[config.mk]
export PLATFORM = sky130hd
export DESIGN_NAME = fetch_stage_flat
export DESIGN_NICKNAME = d
export VERILOG_FILES = /design/src/rtl/fetch_stage_if.sv /design/src/rtl/fetch_stage.sv /design/src/flat_wrapper.sv
export SDC_FILE = /design/constraint.sdc
export NUM_CORES = 1
export LEC_CHECK = 0
export ABC_AREA = 1
export CORE_ASPECT_RATIO = 1.2
export CORE_MARGIN = 2
export CORE_UTILIZATION = 43
export CTS_CLUSTER_DIAMETER = 50
export DETAILED_ROUTE_END_ITERATION = 10
export GPL_ROUTABILITY_DRIVEN = 0
export PLACE_DENSITY_LB_ADDON = 0.15
export SLEW_MARGIN = 20
export SYNTH_ARGS = -nofsm -noshare
export SYNTH_HDL_FRONTEND = slang
export SYNTH_SLANG_ARGS = --single-unit
export TNS_END_PERCENT = 5
[constraint.sdc]
create_clock -name clk -period 1.85 [get_ports clk]
set_input_delay 0.2775 -clock clk [delete_from_list [all_inputs] [get_ports clk]]
set_output_delay 0.2775 -clock clk [all_outputs]
set_load 0.01 [all_outputs]
[src/rtl/fetch_stage_if.sv]
// -----------------------------------------------------------------------------
// fetch_stage_if
// Groups the fetch stage's bus signals: control-unit redirect inputs,
// instruction-memory address/data, and the IF/ID register outputs.
//   stall          : freeze the fetch stage
//   branch_taken   : redirect request from the control unit PC-select
//   branch_target  : redirect address
//   imem_addr      : instruction memory address (combinational from PC)
//   imem_rdata     : instruction memory read data (combinational read)
//   instr_out      : registered instruction word (IF/ID register)
//   opcode_out     : top five bits of instr_out, to the control unit
//   pc_out         : address instr_out was fetched from
//   valid_out      : instr_out holds a real instruction, not a bubble
//   fetch_count    : number of valid instructions loaded since reset
// master = fetch stage side, slave = memory / control-unit side.
// -----------------------------------------------------------------------------
interface fetch_stage_if #(
    parameter int ADDR_W  = 10,
    parameter int INSTR_W = 32
);
    logic               stall;
    logic               branch_taken;
    logic [ADDR_W-1:0]  branch_target;
    logic [ADDR_W-1:0]  imem_addr;
    logic [INSTR_W-1:0] imem_rdata;
    logic [INSTR_W-1:0] instr_out;
    logic [4:0]         opcode_out;
    logic [ADDR_W-1:0]  pc_out;
    logic               valid_out;
    logic [15:0]        fetch_count;

    modport master (
        input  stall, branch_taken, branch_target, imem_rdata,
        output imem_addr, instr_out, opcode_out, pc_out, valid_out, fetch_count
    );

    modport slave (
        output stall, branch_taken, branch_target, imem_rdata,
        input  imem_addr, instr_out, opcode_out, pc_out, valid_out, fetch_count
    );
endinterface

[src/rtl/fetch_stage.sv]
// -----------------------------------------------------------------------------
// fetch_stage
// Instruction-fetch stage: owns the program counter, addresses an
// asynchronous-read instruction memory and registers the fetched word into
// the IF/ID instruction register. Taken branches from the control unit
// redirect the PC and squash wrong-path fetches with NOP bubbles.
// Ports:
//   clk  : system clock, rising-edge active
//   rst  : synchronous active-high reset
//   bus  : fetch_stage_if.master (redirect inputs, imem bus, IF/ID outputs)
// -----------------------------------------------------------------------------
module fetch_stage #(
    parameter int                 ADDR_W         = 10,
    parameter int                 INSTR_W        = 32,
    parameter int                 BRANCH_PENALTY = 1,
    parameter logic [INSTR_W-1:0] NOP_WORD       = 32'hB800_0000
) (
    input  logic          clk,
    input  logic          rst,
    fetch_stage_if.master bus
);

    localparam logic [1:0] ST_BOOT  = 2'b00;
    localparam logic [1:0] ST_RUN   = 2'b01;
    localparam logic [1:0] ST_FLUSH = 2'b10;

    // First value of the flush counter after an accepted branch; the bubble
    // written on the accepting edge counts as the first penalty cycle.
    localparam logic [3:0] FLUSH_INIT = 4'(BRANCH_PENALTY - 1);

    logic [1:0]         state_q,  state_d;
    logic [3:0]         cnt_q,    cnt_d;
    logic [ADDR_W-1:0]  pc_q,     pc_d;
    logic [ADDR_W-1:0]  pc_out_q, pc_out_d;
    logic [INSTR_W-1:0] instr_q,  instr_d;
    logic               valid_q,  valid_d;
    logic [15:0]        count_q,  count_d;

    // Next-state logic: boot, sequential fetch, branch redirect and flush.
    always_comb begin
        state_d  = state_q;
        cnt_d    = cnt_q;
        pc_d     = pc_q;
        pc_out_d = pc_out_q;
        instr_d  = instr_q;
        valid_d  = valid_q;
        count_d  = count_q;

        if (!bus.stall) begin
            case (state_q)
                ST_BOOT: begin
                    state_d = ST_RUN;
                end
                ST_RUN: begin
                    // A redirect is only honoured behind a real instruction.
                    if (valid_q && bus.branch_taken) begin
                        pc_d    = bus.branch_target;
                        instr_d = NOP_WORD;
                        valid_d = 1'b0;
                        if (BRANCH_PENALTY > 1) begin
                            state_d = ST_FLUSH;
                            cnt_d   = FLUSH_INIT;
                        end else begin
                            state_d = ST_RUN;
                            cnt_d   = 4'd0;
                        end
                    end else begin
                        instr_d  = bus.imem_rdata;
                        pc_out_d = pc_q;
                        valid_d  = 1'b1;
                        pc_d     = pc_q + ADDR_W'(1);
                        count_d  = count_q + 16'd1;
                    end
                end
                ST_FLUSH: begin
                    instr_d = NOP_WORD;
                    valid_d = 1'b0;
                    if (cnt_q <= 4'd1) begin
                        cnt_d   = 4'd0;
                        state_d = ST_RUN;
                    end else begin
                        cnt_d   = cnt_q - 4'd1;
                    end
                end
                default: begin
                    // Unreachable encoding: recover through BOOT with a bubble.
                    state_d = ST_BOOT;
                    cnt_d   = 4'd0;
                    instr_d = NOP_WORD;
                    valid_d = 1'b0;
                end
            endcase
        end else begin
            state_d = state_q;
        end
    end

    // State registers with synchronous reset.
    always_ff @(posedge clk) begin
        if (rst) begin
            state_q  <= ST_BOOT;
            cnt_q    <= 4'd0;
            pc_q     <= '0;
            pc_out_q <= '0;
            instr_q  <= NOP_WORD;
            valid_q  <= 1'b0;
            count_q  <= 16'd0;
        end else begin
            state_q  <= state_d;
            cnt_q    <= cnt_d;
            pc_q     <= pc_d;
            pc_out_q <= pc_out_d;
            instr_q  <= instr_d;
            valid_q  <= valid_d;
            count_q  <= count_d;
        end
    end

    assign bus.imem_addr   = pc_q;
    assign bus.instr_out   = instr_q;
    assign bus.opcode_out  = instr_q[INSTR_W-1 -: 5];
    assign bus.pc_out      = pc_out_q;
    assign bus.valid_out   = valid_q;
    assign bus.fetch_count = count_q;

endmodule
[src/flat_wrapper.sv]
// flat-port wrapper written by rule: the top's interface ports become plain ports
module fetch_stage_flat 
#(
    parameter int                 ADDR_W         = 10,
    parameter int                 INSTR_W        = 32,
    parameter int                 BRANCH_PENALTY = 1,
    parameter logic [INSTR_W-1:0] NOP_WORD       = 32'hB800_0000
)
  (clk, rst, bus_stall, bus_branch_taken, bus_branch_target, bus_imem_rdata, bus_imem_addr, bus_instr_out, bus_opcode_out, bus_pc_out, bus_valid_out, bus_fetch_count);
  fetch_stage_if #(.ADDR_W(ADDR_W), .INSTR_W(INSTR_W)) bus_i ();
  input  logic clk;
  input  logic rst;
  input wire logic [$bits(bus_i.stall)-1:0] bus_stall;
  input wire logic [$bits(bus_i.branch_taken)-1:0] bus_branch_taken;
  input wire logic [$bits(bus_i.branch_target)-1:0] bus_branch_target;
  input wire logic [$bits(bus_i.imem_rdata)-1:0] bus_imem_rdata;
  output wire logic [$bits(bus_i.imem_addr)-1:0] bus_imem_addr;
  output wire logic [$bits(bus_i.instr_out)-1:0] bus_instr_out;
  output wire logic [$bits(bus_i.opcode_out)-1:0] bus_opcode_out;
  output wire logic [$bits(bus_i.pc_out)-1:0] bus_pc_out;
  output wire logic [$bits(bus_i.valid_out)-1:0] bus_valid_out;
  output wire logic [$bits(bus_i.fetch_count)-1:0] bus_fetch_count;
  assign bus_i.stall = bus_stall;
  assign bus_i.branch_taken = bus_branch_taken;
  assign bus_i.branch_target = bus_branch_target;
  assign bus_i.imem_rdata = bus_imem_rdata;
  assign bus_imem_addr = bus_i.imem_addr;
  assign bus_instr_out = bus_i.instr_out;
  assign bus_opcode_out = bus_i.opcode_out;
  assign bus_pc_out = bus_i.pc_out;
  assign bus_valid_out = bus_i.valid_out;
  assign bus_fetch_count = bus_i.fetch_count;
  fetch_stage #(.ADDR_W(ADDR_W), .INSTR_W(INSTR_W), .BRANCH_PENALTY(BRANCH_PENALTY), .NOP_WORD(NOP_WORD)) u_core (.clk(clk), .rst(rst), .bus(bus_i));
endmodule
After elaboration in Yosys (flattened, before gate mapping). Cells that the tools add are included.

Add/sub/neg operators: 3. Order comparisons: 1. Equality and inequality tests: 4. Mux-type cells: 11. Bitwise gates (word level): 3. Reduce and logical (&&, ||, !) cells: 7.

Operator list (count): case mux 32 bit (2 select lines) (1); 2-to-1 mux 32 bit (1); adder 16 x 1 -> 16 bit, second input constant (1); case mux 4 bit (3 select lines) (1); adder 10 x 1 -> 10 bit, second input constant (1); 2-to-1 mux 10 bit (1); AND reduction 3 bit (3); 2-to-1 mux 4 bit (2); case mux 2 bit (3 select lines) (1); less-or-equal comparator 4 x 1 -> 1 bit, second input constant (1); 2-to-1 mux 2 bit (2); inequality test 2 x 1 -> 1 bit, second input constant (2); AND reduction 2 bit (2); subtractor 4 x 1 -> 4 bit, second input constant (1); inverter 1 bit (3); equality test 2 x 1 -> 1 bit, second input constant (1); equality test 2 bit, second input constant (1); logical NOT 2 bit (1); case mux 1 bit (2 select lines) (1); logical AND 1 bit (1); 2-to-1 mux 1 bit (1).

Register bits after elaboration: 75. Input port bits: 46. Word-level logic and storage cells: 36.

Logic depth before layout (Yosys ltp).
Depth after elaboration: 3. Gate-level depth with buffers: 10.

Worst setup path after synthesis. No wires, ideal clock.

Path type: register -> register. Start: register u_core.count_q[0], in the netlist u_core.bus.fetch_count[0]. End: register u_core.count_q[8], in the netlist u_core.bus.fetch_count[8]. Setup time: 115 ps. Data arrival time: 1330 ps. Required time: 1735 ps. Path slack: 404 ps. Cell stages (with the launch flop): 9. Buffers on the path: 0. Period minus slack after synthesis: 1446 ps. Path through: dfxtp_1 -> ha_1 -> inv_1 -> nor2_1 -> nand2_1 -> nor2_2 -> nand4_1 -> nand2_1 -> nor2_1.

Cells in the longest elaborated chain, start to end: 1.

Ends and longest elaborated chain: start, declared (line fetch_stage.sv:37) `logic [15:0] count_q, count_d;`; start signal, assigned (line fetch_stage.sv:115) `count_q <= count_d;`; adder 16 x 1 -> 16 bit (line fetch_stage.sv:72) `count_d = count_q + 16'd1;`.

No other way between the ends. A chain may end at the register's enable or synchronous reset.

Worst setup path in the final report. Ends and elaborated chain as after synthesis.

==> results.txt <==
After the first detailed-routing iteration, the DRC count stood at 96. The global-route congestion overflow total came out at 0. The number of nets still failing antenna checks after routing is 0. The max-slew headroom at the worst pin came out at 57.8%. Compared with the post-synthesis result, the final layout area differs by 50.1%. The part of the power in registers is 48.4%.

The layout cell share with drive strength beyond 1 is 6.44%. The area fraction of the dominant cell type after synthesis is 47.8%. The count of clock tree sinks is 70. The clock transition at the registers of the reported paths is 0.08 ns. The number of gates given a new drive strength after cts came out at 0. The maximum fanout along the worst path came out at 6. The path type of the worst setup path is reg -> reg.

In this run the worst hold path is classified as reg -> reg. The number of hold violations in the final report is 0. The mean instance size in the synthesized netlist is 7.20 µm².

After clock tree synthesis, the flow added hold-fix buffers numbering 0. The internal cell power came out at 2.54 mW. The core region is 6530 µm². The number of filler cells placed in the layout came out at 567. On the final layout, the worst hold slack is 0.463 ns. In this run the cell area measured after placement is 4200 µm².

The global-route wire length before repair is 12,800 µm. Entering global routing, the biggest net connects 48 pins. The routed wire length per instance is 12.4 µm. The routed design has 7610 µm of wire.

For the worst flop-to-flop path, the logic depth is 8. After detailed routing, the met2 layer carries 3820 µm of wire. The count of flip-flops with a built-in enable after synthesis came out at 0.

The analysis attributes to cell leakage a power of 1.62 nW. The slowest stage of the critical path is the dfxtp_1 cell. The detailed router put a total of 3090 µm of wire on met1.

The primary flip-flop cell chosen by synthesis mapping is dfxtp_1. For the pin with the worst max-slew slack, the measured transition is 0.632 ns. For this run, the post-layout net count is 572.

After clock tree synthesis, the setup repair step added 0 buffers. The maximum vdd drop is 553 µV. The routed layout has 3,025 vias. The number of optimization iterations in the first detailed-route pass is 4. Once placement completed, the tool counted placed cells totaling 598. The reg2reg setup slack came out at 0.18 ns. The startpoint of the lowest-slack register-to-register path is u_core.bus.fetch_count[0]. The capture point of the worst reg-to-reg path is u_core.bus.fetch_count[8]. The final critical path time including I/O delays and setup is 1.67 ns. The unique cell type count in the Yosys netlist came out at 29. Setup repair after global routing left no endpoint under its margin. The count of non-filler cells in the finished layout came out at 613. STA classifies the critical path endpoint as a flop. After detailed routing, no signal wire sits above met4. Sorting the synthesized cells by area gives the leading types as dfxtp_1 48%, nand2_1 17%, a21oi_1 8.7%.

The residual DRC count came out at 0. The total negative slack for setup checks came out at 0 ns. For the worst-skew pair, the clock arrives at the later sink with an insertion delay of 0.34 ns. Cells fill 67.4% of the core in the end.

Combinational logic is responsible for 12.3% of the overall power. Summed over all instances, the cell type with the most area after synthesis is dfxtp_1. The initial utilization of the core area, before any placement, comes to 44.9%. 120 I/O pins were placed.

Once detailed placement completed, the half-perimeter wirelength came to 5350 µm. The floorplan step set the die width to 79.4 µm. In this run the most critical hold path is launched from u_core.bus.instr_out[6]. The count of buffers added on input and output ports is 119. The worst stage delay on the critical path is 0.43 ns. The floorplan die height is 94.4 µm. The routed via count divided by cell count came out at 4.93. The proportion of synthesized flip-flops having asynchronous set or reset is 0%.

The part of the total power dissipated in the clock network came out at 39.3%. The area of the die is 7490 µm². Counting along the longest clock path gives a buffer depth of 2. For this run, the register share of the synthesized area comes to 47.8%. The routed length on met3 is 623 µm. In this run the core area contains 32 standard-cell rows. The worst setup path is launched from a flop.

The worst hold path terminates at u_core.bus.instr_out[6]. The power density over the cells is 749 nW/µm². The switching part of the total power is 23.0%. Setup violations remaining at the end of the flow were counted as 0. The timing-limited maximum frequency came out at 600 MHz.

The critical path arrival came out at 1.91 ns. At the worst endpoint, the required time is 2.09 ns. The number of max-slew violations in the final report is 0. Across every metal layer, demand over resource in global routing totals 21.4%.

The total inserted antenna cells is 0. TritonCTS built the clock tree. The clock tree synthesis step divided the H-tree into 3 levels. The commonest cells after synthesis are 130 x nand2_1, 70 x dfxtp_1, 51 x a21oi_1. The number of buffers inserted during clock tree synthesis came out at 9. The register bit total from synthesis is 70. Max-cap violations in this run came to 0. The mapped netlist covers 2930 µm². The critical path goes through ha_1, inv_1, nor2_1, nand2_1, nor2_2, nand4_1, nand2_1, nor2_1. The run finished with clean final reports. The count of warnings emitted by yosys is 0. The clock tree skew after final layout came out at 0.0111 ns. Counting every net in the synthesized netlist gives 455. The final cell area excluding filler cells came out at 4400 µm². The via count of the first global-routing pass was 2,859. The share of the clock period used by the worst path after layout came out at 90.1%. Counting instances, the worst hold path has a depth of 2. The gate count of the mapped netlist came out at 407.

The initial antenna violation count was 0. The net switching component of the power is 0.757 mW. Yosys instantiated no cell more often than nand2_1. The clock root buffer master is clkbuf_8.
==> layout make-up <==
cell class / count / area (µm²) / share of cell area, %
clock buffers: 10 / 128 / 2.90
clock inverters: 5 / 75.1 / 1.71
inverters: 30 / 113 / 2.56
multi-input cells: 284 / 1290 / 29.3
flip-flops and latches: 70 / 1400 / 31.9
well taps: 85 / 106 / 2.42
repair buffers: 129 / 1290 / 29.2
==> cell usage in the layout (no fill, tap or decap), types with 2 or more instances in the layout <==
| cell type | instances |
|---|---|
| o21ai_0 | 19 |
| ha_1 | 2 |
| clkdlybuf4s50_1 | 118 |
| nand2_1 | 130 |
| nand4_1 | 7 |
| nor3_1 | 5 |
| buf_4 | 8 |
| bufinv_16 | 2 |
| o21ai_1 | 2 |
| a31oi_1 | 5 |
| clkbuf_8 | 9 |
| o22ai_1 | 4 |
| inv_1 | 27 |
| inv_2 | 2 |
| nor2_2 | 3 |
| nand3_1 | 10 |
| dfxtp_1 | 70 |
| clkinv_2 | 3 |
| nand2_2 | 2 |
| buf_12 | 2 |
| nor2_1 | 37 |
| a21oi_1 | 51 |
==> logic make-up after synthesis <==
family,after synthesis,synth area share (%)
flops,70,47.8
fa+ha+maj,2,0.854
xor+xnor,1,0.299
compound gates,85,15.3
simple gates,196,27.6
buf+inv,53,8.16
==> critical path: cells and delay by family (launching register included) <==
| kind | cells | cell delay [ns] |
|---|---|---|
| flip-flops | 1 | 0.43 |
| adder cells (fa/ha/maj) | 1 | 0.27 |
| buffers and inverters | 1 | 0.07 |
| AND/OR/NAND/NOR | 6 | 0.79 |
==> power by group through the flow <==
stage | clock (mW) | combinational, mW | sequential, mW
floorplan | 0 | 0.143 | 1.65
global placement | 0 | 0.404 | 1.63
detailed placement | 0 | 0.408 | 1.63
CTS | 1.32 | 0.411 | 1.59
global route | 1.39 | 0.445 | 1.60
finish | 1.29 | 0.406 | 1.59
==> sequential cells by signal, indices dropped and copies added, names as in the netlist <==
register	count
u_core.bus.valid_out	1
u_core.bus.imem_addr	10
u_core.bus.pc_out	10
u_core.bus.instr_out	32
u_core.state_q	1
u_core.bus.fetch_count	16
==> worst max-delay path by stage <==
stage,depth (start not counted),endpoint,startpoint,slack (ns)
after floorplan,8,u_core.bus.fetch_count[8],u_core.bus.fetch_count[0],0.40
after CTS,1,bus_imem_addr[2],u_core.bus.imem_addr[2],0.18
after detailed placement,10,u_core.bus.fetch_count[11],bus_stall,0.1
final,8,u_core.bus.fetch_count[8],u_core.bus.fetch_count[0],0.18
after global routing,8,u_core.bus.fetch_count[8],u_core.bus.fetch_count[0],0.03
after global placement,10,u_core.bus.fetch_count[9],bus_stall,0.15
==> through the flow <==
step                      power, mW  setup slack [ns]
after CTS                      3.32             0.183
after detailed placement       2.03            0.0994
after global placement         2.03             0.150
after global routing           3.44            0.0266
final                          3.29             0.183
after floorplan                1.79             0.404
==> per-layer routing <==
layer	vias to the layer above	GRT usage, %
met3	6	6.88
li1	1544	-
met1	1379	23.4
met2	96	38.5
met5	-	0
met4	0	8.19
(Power assumes the default switching activity.)
